File: src/rtl/pc_next_unit.sv
// pc_next_unit: next-PC generator for the MIPS core.
// It computes the sequential PC every cycle. A taken branch or jump redirects
// fetch with one delay slot: the delay-slot PC is issued first, and the target
// follows on the next cycle.
// Optional feature macro: PC_EXC_EN. When defined, it adds exc_i and epc_o.
// An exception forces a redirect to EXC_VEC and captures the faulting PC.
module pc_next_unit #(
  parameter int unsigned     PC_W      = 16,
  parameter logic [PC_W-1:0] RESET_VEC = '0,
  parameter int unsigned     PC_STEP   = 1
`ifdef PC_EXC_EN
  ,
  parameter logic [PC_W-1:0] EXC_VEC   = PC_W'(16'h0080)
`endif
) (
  input  logic            clk_i,
  input  logic            rst_i,
  input  logic [PC_W-1:0] pc_value_i,
  input  logic            stall_i,
  input  logic            branch_taken_i,
  input  logic [PC_W-1:0] branch_target_i,
  input  logic            jump_i,
  input  logic [PC_W-1:0] jump_target_i,
`ifdef PC_EXC_EN
  input  logic            exc_i,
  output logic [PC_W-1:0] epc_o,
`endif
  output logic [PC_W-1:0] pc_new_value_o,
  output logic            delay_slot_o,
  output logic            redirect_o,
  output logic            err_o
);

  typedef enum logic {
    SEQ  = 1'b0,
    SLOT = 1'b1
  } state_t;

  state_t          state_q, state_d;
  logic [PC_W-1:0] pend_tgt_q, pend_tgt_d;
  logic [PC_W-1:0] pc_q, pc_d;
  logic            ds_q, ds_d;
  logic            redir_q, redir_d;
  logic            err_q, err_d;
  logic [PC_W-1:0] sum;
  logic            req;
  logic [PC_W-1:0] sel_tgt;
`ifdef PC_EXC_EN
  logic [PC_W-1:0] epc_q, epc_d;
`endif

  // Sequential address (wraps at PC_W bits) and request/target selection.
  // A jump takes priority over a branch.
  always_comb begin
    sum     = pc_value_i + PC_W'(PC_STEP);
    req     = jump_i | branch_taken_i;
    sel_tgt = jump_i ? jump_target_i : branch_target_i;
  end

  // Next-state and next-output logic; every register holds by default.
  always_comb begin
    state_d    = state_q;
    pend_tgt_d = pend_tgt_q;
    pc_d       = pc_q;
    ds_d       = ds_q;
    redir_d    = redir_q;
    err_d      = err_q;
`ifdef PC_EXC_EN
    epc_d      = epc_q;
`endif
    if (!stall_i) begin
      unique case (state_q)
        SEQ: begin
          pc_d    = sum;
          redir_d = 1'b0;
          if (req) begin
            pend_tgt_d = sel_tgt;
            ds_d       = 1'b1;
            state_d    = SLOT;
          end else begin
            ds_d = 1'b0;
          end
        end
        SLOT: begin
          // A branch or jump issued from the delay slot is dropped and flagged.
          pc_d    = pend_tgt_q;
          redir_d = 1'b1;
          ds_d    = 1'b0;
          state_d = SEQ;
          if (req) err_d = 1'b1;
        end
        default: state_d = SEQ;
      endcase
    end
`ifdef PC_EXC_EN
    // An exception overrides stall and any pending redirect.
    if (exc_i) begin
      pc_d       = EXC_VEC;
      epc_d      = pc_value_i;
      redir_d    = 1'b1;
      ds_d       = 1'b0;
      state_d    = SEQ;
      pend_tgt_d = '0;
    end
`endif
  end

  // State and output registers with synchronous reset.
  always_ff @(posedge clk_i) begin
    if (rst_i) begin
      state_q    <= SEQ;
      pend_tgt_q <= '0;
      pc_q       <= RESET_VEC;
      ds_q       <= 1'b0;
      redir_q    <= 1'b0;
      err_q      <= 1'b0;
`ifdef PC_EXC_EN
      epc_q      <= '0;
`endif
    end else begin
      state_q    <= state_d;
      pend_tgt_q <= pend_tgt_d;
      pc_q       <= pc_d;
      ds_q       <= ds_d;
      redir_q    <= redir_d;
      err_q      <= err_d;
`ifdef PC_EXC_EN
      epc_q      <= epc_d;
`endif
    end
  end

  assign pc_new_value_o = pc_q;
  assign delay_slot_o   = ds_q;
  assign redirect_o     = redir_q;
  assign err_o          = err_q;
`ifdef PC_EXC_EN
  assign epc_o          = epc_q;
`endif

endmodule

File: config.mk
export PLATFORM = sky130hd
export DESIGN_NAME = pc_next_unit
export DESIGN_NICKNAME = d
export VERILOG_FILES = /design/src/rtl/pc_next_unit.sv
export SDC_FILE = /design/constraint.sdc
export NUM_CORES = 1
export LEC_CHECK = 0
export BUFFER_PORTS_ARGS = -buffer_cell sky130_fd_sc_hd__buf_2
export CORE_MARGIN = 2
export CORE_UTILIZATION = 38
export CTS_BUF_LIST = sky130_fd_sc_hd__clkbuf_16
export CTS_CLUSTER_SIZE = 24
export DETAILED_ROUTE_END_ITERATION = 8
export PLACE_DENSITY_LB_ADDON = 0.2
export SLEW_MARGIN = 10
export SYNTH_ARGS = -nofsm -noshare
export SYNTH_HDL_FRONTEND = slang
export SYNTH_SLANG_ARGS = --single-unit
File: constraint.sdc
create_clock -name clk_i -period 1.8 [get_ports clk_i]
set_input_delay 0.09 -clock clk_i [delete_from_list [all_inputs] [get_ports clk_i]]
set_output_delay 0.09 -clock clk_i [all_outputs]
set_load 0.01 [all_outputs]
==> out/results.ini, run 1 <==
[routing]
totalWireLength_mm=4.43
via_per_inst=5.25
drc=0
dr.pass1.iters=4
drtIter0Drc=99
vias=1664
antenna_left=0
wl_per_cell_um=14.0

[cells_and_area]
num-nets-final=318
area_growth_pct=32.1
final_area_mm2=0.00231
fillers=425
num_antenna_cells=0
post-route-util_pct=52.7
layout-drive-gt1-share_pct=33.2

[global_routing]
grt_max_degree=37
grt_overflow=0
grtUsageMet2_pct=26.5
grt_first_pass_wirelength_mm=7.18
track_usage_pct=17.9
antenna_found_initial=0
grt.busiest_layer=met2
grt.met3_usage_pct=3.52
grt_pass1_vias=1523
use_met1_pct=25.2

[yosys]
synth_warnings=0
syn_inst=194
synth_area_mm2=0.00175
yosys.area_share.simple_pct=18.1
yosys.area_share.adder_pct=0.715
ys_types=35
async_flop_share_pct=0
syn-num-nets=248
synth_edf_count=0
yosys_register_bits=35
synth_compound_area_share_pct=19.7
seq_area_frac_synth_pct=40.0
synthMuxAreaShare_pct=11.5
synth_xor_xnor_area_share_pct=5.00
postSynthAreaPerCell_um2=9.02
ys.flop_type=dfxtp_1
synth_top_family_by_area=compound AO/OA/AOI/OAI gates

[cts]
clock-sinks=35
htreeDepth=2
cts_resized=0
cts_tree=done
clockRootBuffer=clkbuf_16
clk_pin_slew_ns=0.06
cts-hold-fix-buffers=0
clock_path_buffers=2
cts_buffers=5
clk-insertion-delay-late_ns=0.27
post_cts_buffers=0

[placed_design]
globalplace.congestion=0.788
portBuffers=71
hpwlAfterDp_mm=3.23
place_area_mm2=0.00215

[hold_path]
hp-class=in2reg
hold_start=pc_value_i[14]

[sta]
max_freq_mhz=709
tightest_slew_ns=0.392
finClkSkew_ns=0.00246
hold_viol_final=0
maxSlewViolCount=0
rsz0062_at_grt=false
relSlewSlack_pct=73.9
period_needed_ns=1.41
setup_tns_ns=0
period_share_pct=78.4
holdWs_ns=0.104
setup_violations=0

[pwr]
switchingPower_w=0.000521
intPower_w=0.00164
p_per_area_mw_per_mm2=934
p_clk_share_pct=44.3
pwr-share-seq_pct=40.3
power_frac_comb_pct=15.3
ir_drop_mv=0.453
p_total_w=0.00216
switching_share_pct=24.1
power_leakage_nw=1.03

[critical_path]
worstPathCellList=or3_4 -> or4_1 -> o211ai_1
cp_slowest_cell=or4_1
path_class=reg2reg
endpoint_kind=flop
cp-start-kind=flop
arrival_ns=1.61
cp.required_ns=2.00
r2r-start=delay_slot_o$_SDFFE_PP0N_
crit_path_max_fanout=9
crit_start=delay_slot_o$_SDFFE_PP0N_
max_stage_delay_ns=0.51

[floorplanning]
die_area_mm2=0.00517
initial_utilization_pct=39.9
die_y_um=71.9
die_x_um=71.9
pin_count=72
rows=24
core_mm2=0.00438

[flow_run]
cap_violations=0

[run_status]
status=finished, final reports clean

## sequential cells by signal, indices dropped and copies added, names as in the netlist
| signal | cells |
|---|---|
| delay_slot_o | 1 |
| pend_tgt_q | 16 |
| redirect_o | 1 |
| pc_new_value_o | 16 |
| err_o | 1 |
## worst max-delay path, delay by kind of cell, from the launching register on
family / cells / cell delay (ns)
AO/OA/AOI/OAI: 1 / 0.10
flip-flops: 1 / 0.31
AND/OR/NAND/NOR: 2 / 0.93
## routing by layer
layer	wire, um	up-vias	share of wire [%]
li1	-	863	-
met1	2130	732	48
met2	1940	63	44
met3	298	6	6.7
met4	61	0	1.4
met5	0	-	0
## cells in the mapped netlist, types with 2 or more instances
master,count,area [um2]
xor2_1,8,70.1
a2111oi_0,2,17.5
nand4_1,6,37.5
a21oi_1,8,40.0
buf_6,2,22.5
a211oi_1,17,128
clkbuf_1,7,26.3
nand3_1,4,20.0
buf_2,6,30.0
o21ai_0,3,15.0
dfxtp_1,35,701
and4_1,3,26.3
nor2_1,25,93.8
a22oi_1,9,67.6
and2_1,2,12.5
nand2_1,6,22.5
nor2b_1,4,25.0
xnor2_1,2,17.5
o211ai_1,2,15.0
nor3b_1,2,15.0
mux2i_1,19,190
o22ai_1,6,37.5
and3_1,4,25.0
## path summary, 6_finish.rpt
| check | endpoint | slack (ns) | cells past startpoint |
|---|---|---|---|
| max | pc_new_value_o[14]$_SDFFE_PP0N_ | 0.39 | 3 |
| min | pc_new_value_o[15]$_SDFFE_PP0N_ | 0.10 | 3 |
| max reg2reg | pc_new_value_o[14]$_SDFFE_PP0N_ | 0.39 | 3 |
| min reg2reg | err_o$_SDFFE_PP0P_ | 0.46 | 2 |
## power by group through the flow
stage	Sequential, W	Combinational [W]	Clock (W)
final	0.000871	0.000331	0.000958
after global routing	0.000878	0.000369	0.00101
after CTS	0.000871	0.000335	0.000972
after detailed placement	0.000888	0.000332	0
after global placement	0.000887	0.000329	0
after floorplan	0.000893	0.000184	0
## per-stage QoR
stage,std cells,worst slack [ns]
floorplan,194,0.289
global placement,309,0.371
detailed placement,309,0.365
CTS,317,0.392
global route,317,0.249
finish,317,0.389
## cell type report
type,count,area (um2),area share (%)
clock buffer,5,125,5.41
inverter,1,3.75,0.162
sequential,35,701,30.3
clock inverter,3,38.8,1.68
timing repair buffer,79,415,18.0
tap,52,65.1,2.81
multi-input combinational,142,963,41.7
## cell families (layout without fill, tap and decap cells)
| family | after synthesis | in the layout |
|---|---|---|
| compound gates | 50 | 50 |
| xor+xnor | 10 | 10 |
| fa+ha+maj | 1 | 1 |
| buf+inv | 17 | 88 |
| flops | 35 | 35 |
| mux | 20 | 20 |
| simple gates | 61 | 61 |
## cells in the final DEF (no fill, tap or decap), drive strengths merged, types with 5 or more instances in the layout
master	count
a211oi	17
nand2	6
buf	79
a21oi	8
o22ai	6
nand4	6
clkbuf	5
a22oi	9
mux2i	19
xor2	8
nor2	25
dfxtp	35
Note: power is estimated with default switching activity, not from simulation.
==> inputs of run 2 (changes only) <==
clock period = 1.4 ns   (was 1.8 ns; I/O delays follow)
==> out/results.ini, run 2 (synthesized netlist as in run 1, its figures left out) <==
[run_status]
status=finished, final reports clean

[hold_path]
hp-class=in2reg
min_path_cells=3

[global_routing]
antenna_found_initial=0
grt_overflow=0
grt_max_degree=37
grt_pass1_vias=1596
grtUsageMet2_pct=27.8
use_met1_pct=26.1
grt.met3_usage_pct=5.20
grt_first_pass_wirelength_mm=7.45
grt.busiest_layer=met2
track_usage_pct=18.7

[routing]
via_per_inst=5.27
antenna_left=0
dr.pass1.iters=4
drc=0
totalWireLength_mm=4.49
drtIter0Drc=105
vias=1686
wl_per_cell_um=14.0

[critical_path]
critPathTopFamily=simple AND/OR/NAND/NOR gates
arrival_ns=1.50
worstPathCellList=buf_4 -> or3_1 -> mux2_2 -> a21oi_1
r2r_slack_ns=0.11
r2r-start=delay_slot_o$_SDFFE_PP0N_
crit_path_max_fanout=13
cp_num_cells=4
cp_slowest_cell=or3_1
cp.required_ns=1.61
worstReg2RegEnd=pc_new_value_o[6]$_SDFFE_PP0N_
max_stage_delay_ns=0.34
crit_path_end=pc_new_value_o[6]$_SDFFE_PP0N_
crit_start=delay_slot_o$_SDFFE_PP0N_
cp_num_buf_inv=1
reg2reg_depth=4
cp-start-kind=flop
path_class=reg2reg
endpoint_kind=flop

[placed_design]
hpwlAfterDp_mm=3.31
portBuffers=71
dp_slack_ns=0.0548
globalplace.congestion=0.766

[cts]
htreeDepth=2
clk_pin_slew_ns=0.06
clk-insertion-delay-late_ns=0.28
clock_path_buffers=2
clockRootBuffer=clkbuf_16
post_cts_buffers=0
clock-sinks=35
cts_tree=done
cts_buffers=5

[sta]
maxSlewViolCount=0
setup_ws_ns=0.112
rsz0062_at_grt=false
holdWs_ns=0.0802
tightest_slew_ns=0.387
max_freq_mhz=777
finClkSkew_ns=0.00707
period_share_pct=92.0
setup_violations=0
relSlewSlack_pct=74.2
period_needed_ns=1.29
hold_viol_final=0

[floorplanning]
die_x_um=71.9
die_area_mm2=0.00517
die_y_um=71.9
initial_utilization_pct=39.9
core_mm2=0.00438
rows=24
pin_count=72

[pwr]
switchingPower_w=0.000685
intPower_w=0.00212
ir_drop_mv=0.520
p_clk_share_pct=44.4
power_frac_comb_pct=15.5
switching_share_pct=24.4
p_per_area_mw_per_mm2=1190
power_leakage_nw=1.05
pwr-share-seq_pct=40.1

[cells_and_area]
fillers=406
multi_input_area_um2=966
layout-drive-gt1-share_pct=34.7
regArea_um2=702
num_antenna_cells=0
num-nets-final=321
final_cell_mix=71 x buf_2, 34 x dfxtp_1, 25 x nor2_1
area_growth_pct=34.3
mostFrequentLayoutCell=buf_2

[flow_run]
cap_violations=0

## run 2: power by group through the flow
stage          Clock (W)  Combinational (W)  Sequential, W
2_1_floorplan          0           0.000236        0.00115
3_3_place_gp           0           0.000432        0.00114
3_5_place_dp           0           0.000435        0.00114
4_1_cts          0.00126           0.000437        0.00112
5_1_grt          0.00129           0.000491        0.00113
6_report         0.00124           0.000435        0.00112
## run 2: worst reg2reg max path: stages (launching register included)
cell and delay (ns):
dfxtp_2 0.33, buf_4 0.17, or3_1 0.34, mux2_2 0.27
a21oi_1 0.11
## run 2: per-layer routing
layer	share of wire [%]	wire length, um	vias up
met5	0	0	-
met4	1.3	59	0
met3	7.1	320	6
met2	43	1930	65
met1	49	2190	744
li1	-	-	871
## run 2: final cells by class
type                            count  area share (%)
Multi-Input combinational cell    142            41.1
Sequential cell                    35            29.9
Timing Repair Buffer               82            19.2
Clock buffer                        5            5.32
Tap cell                           52            2.77
Clock inverter                      3            1.65
Inverter                            1           0.160
## run 2: timing repair
action / in CTS / in global routing
setup endpoints to repair: 0 / 2
hold buffers: 0 / 0
gates resized for setup: 0 / 1
hold endpoints to repair: 0 / 0
## run 2: worst min path at each step
stage | startpoint | end | slack (ns)
floorplan | pc_value_i[14] | pc_new_value_o[15]$_SDFFE_PP0N_ | 0.22
global placement | pc_value_i[14] | pc_new_value_o[15]$_SDFFE_PP0N_ | 0.37
detailed placement | pc_value_i[14] | pc_new_value_o[15]$_SDFFE_PP0N_ | 0.37
CTS | pc_value_i[14] | pc_new_value_o[15]$_SDFFE_PP0N_ | 0.08
global route | pc_value_i[11] | pc_new_value_o[11]$_SDFFE_PP0N_ | 0.11
finish | pc_value_i[14] | pc_new_value_o[15]$_SDFFE_PP0N_ | 0.08
## run 2: metrics by stage
stage	area [um2]	TNS, ns	power, W	utilization, %	instances
floorplan	1750	-0.0823	0.00139	-	194
global placement	2180	0	0.00157	49.8	312
detailed placement	2180	0	0.00158	49.8	312
CTS	2350	0	0.00282	53.6	320
global route	2350	0	0.00292	53.6	320
finish	2350	0	0.00280	53.6	320
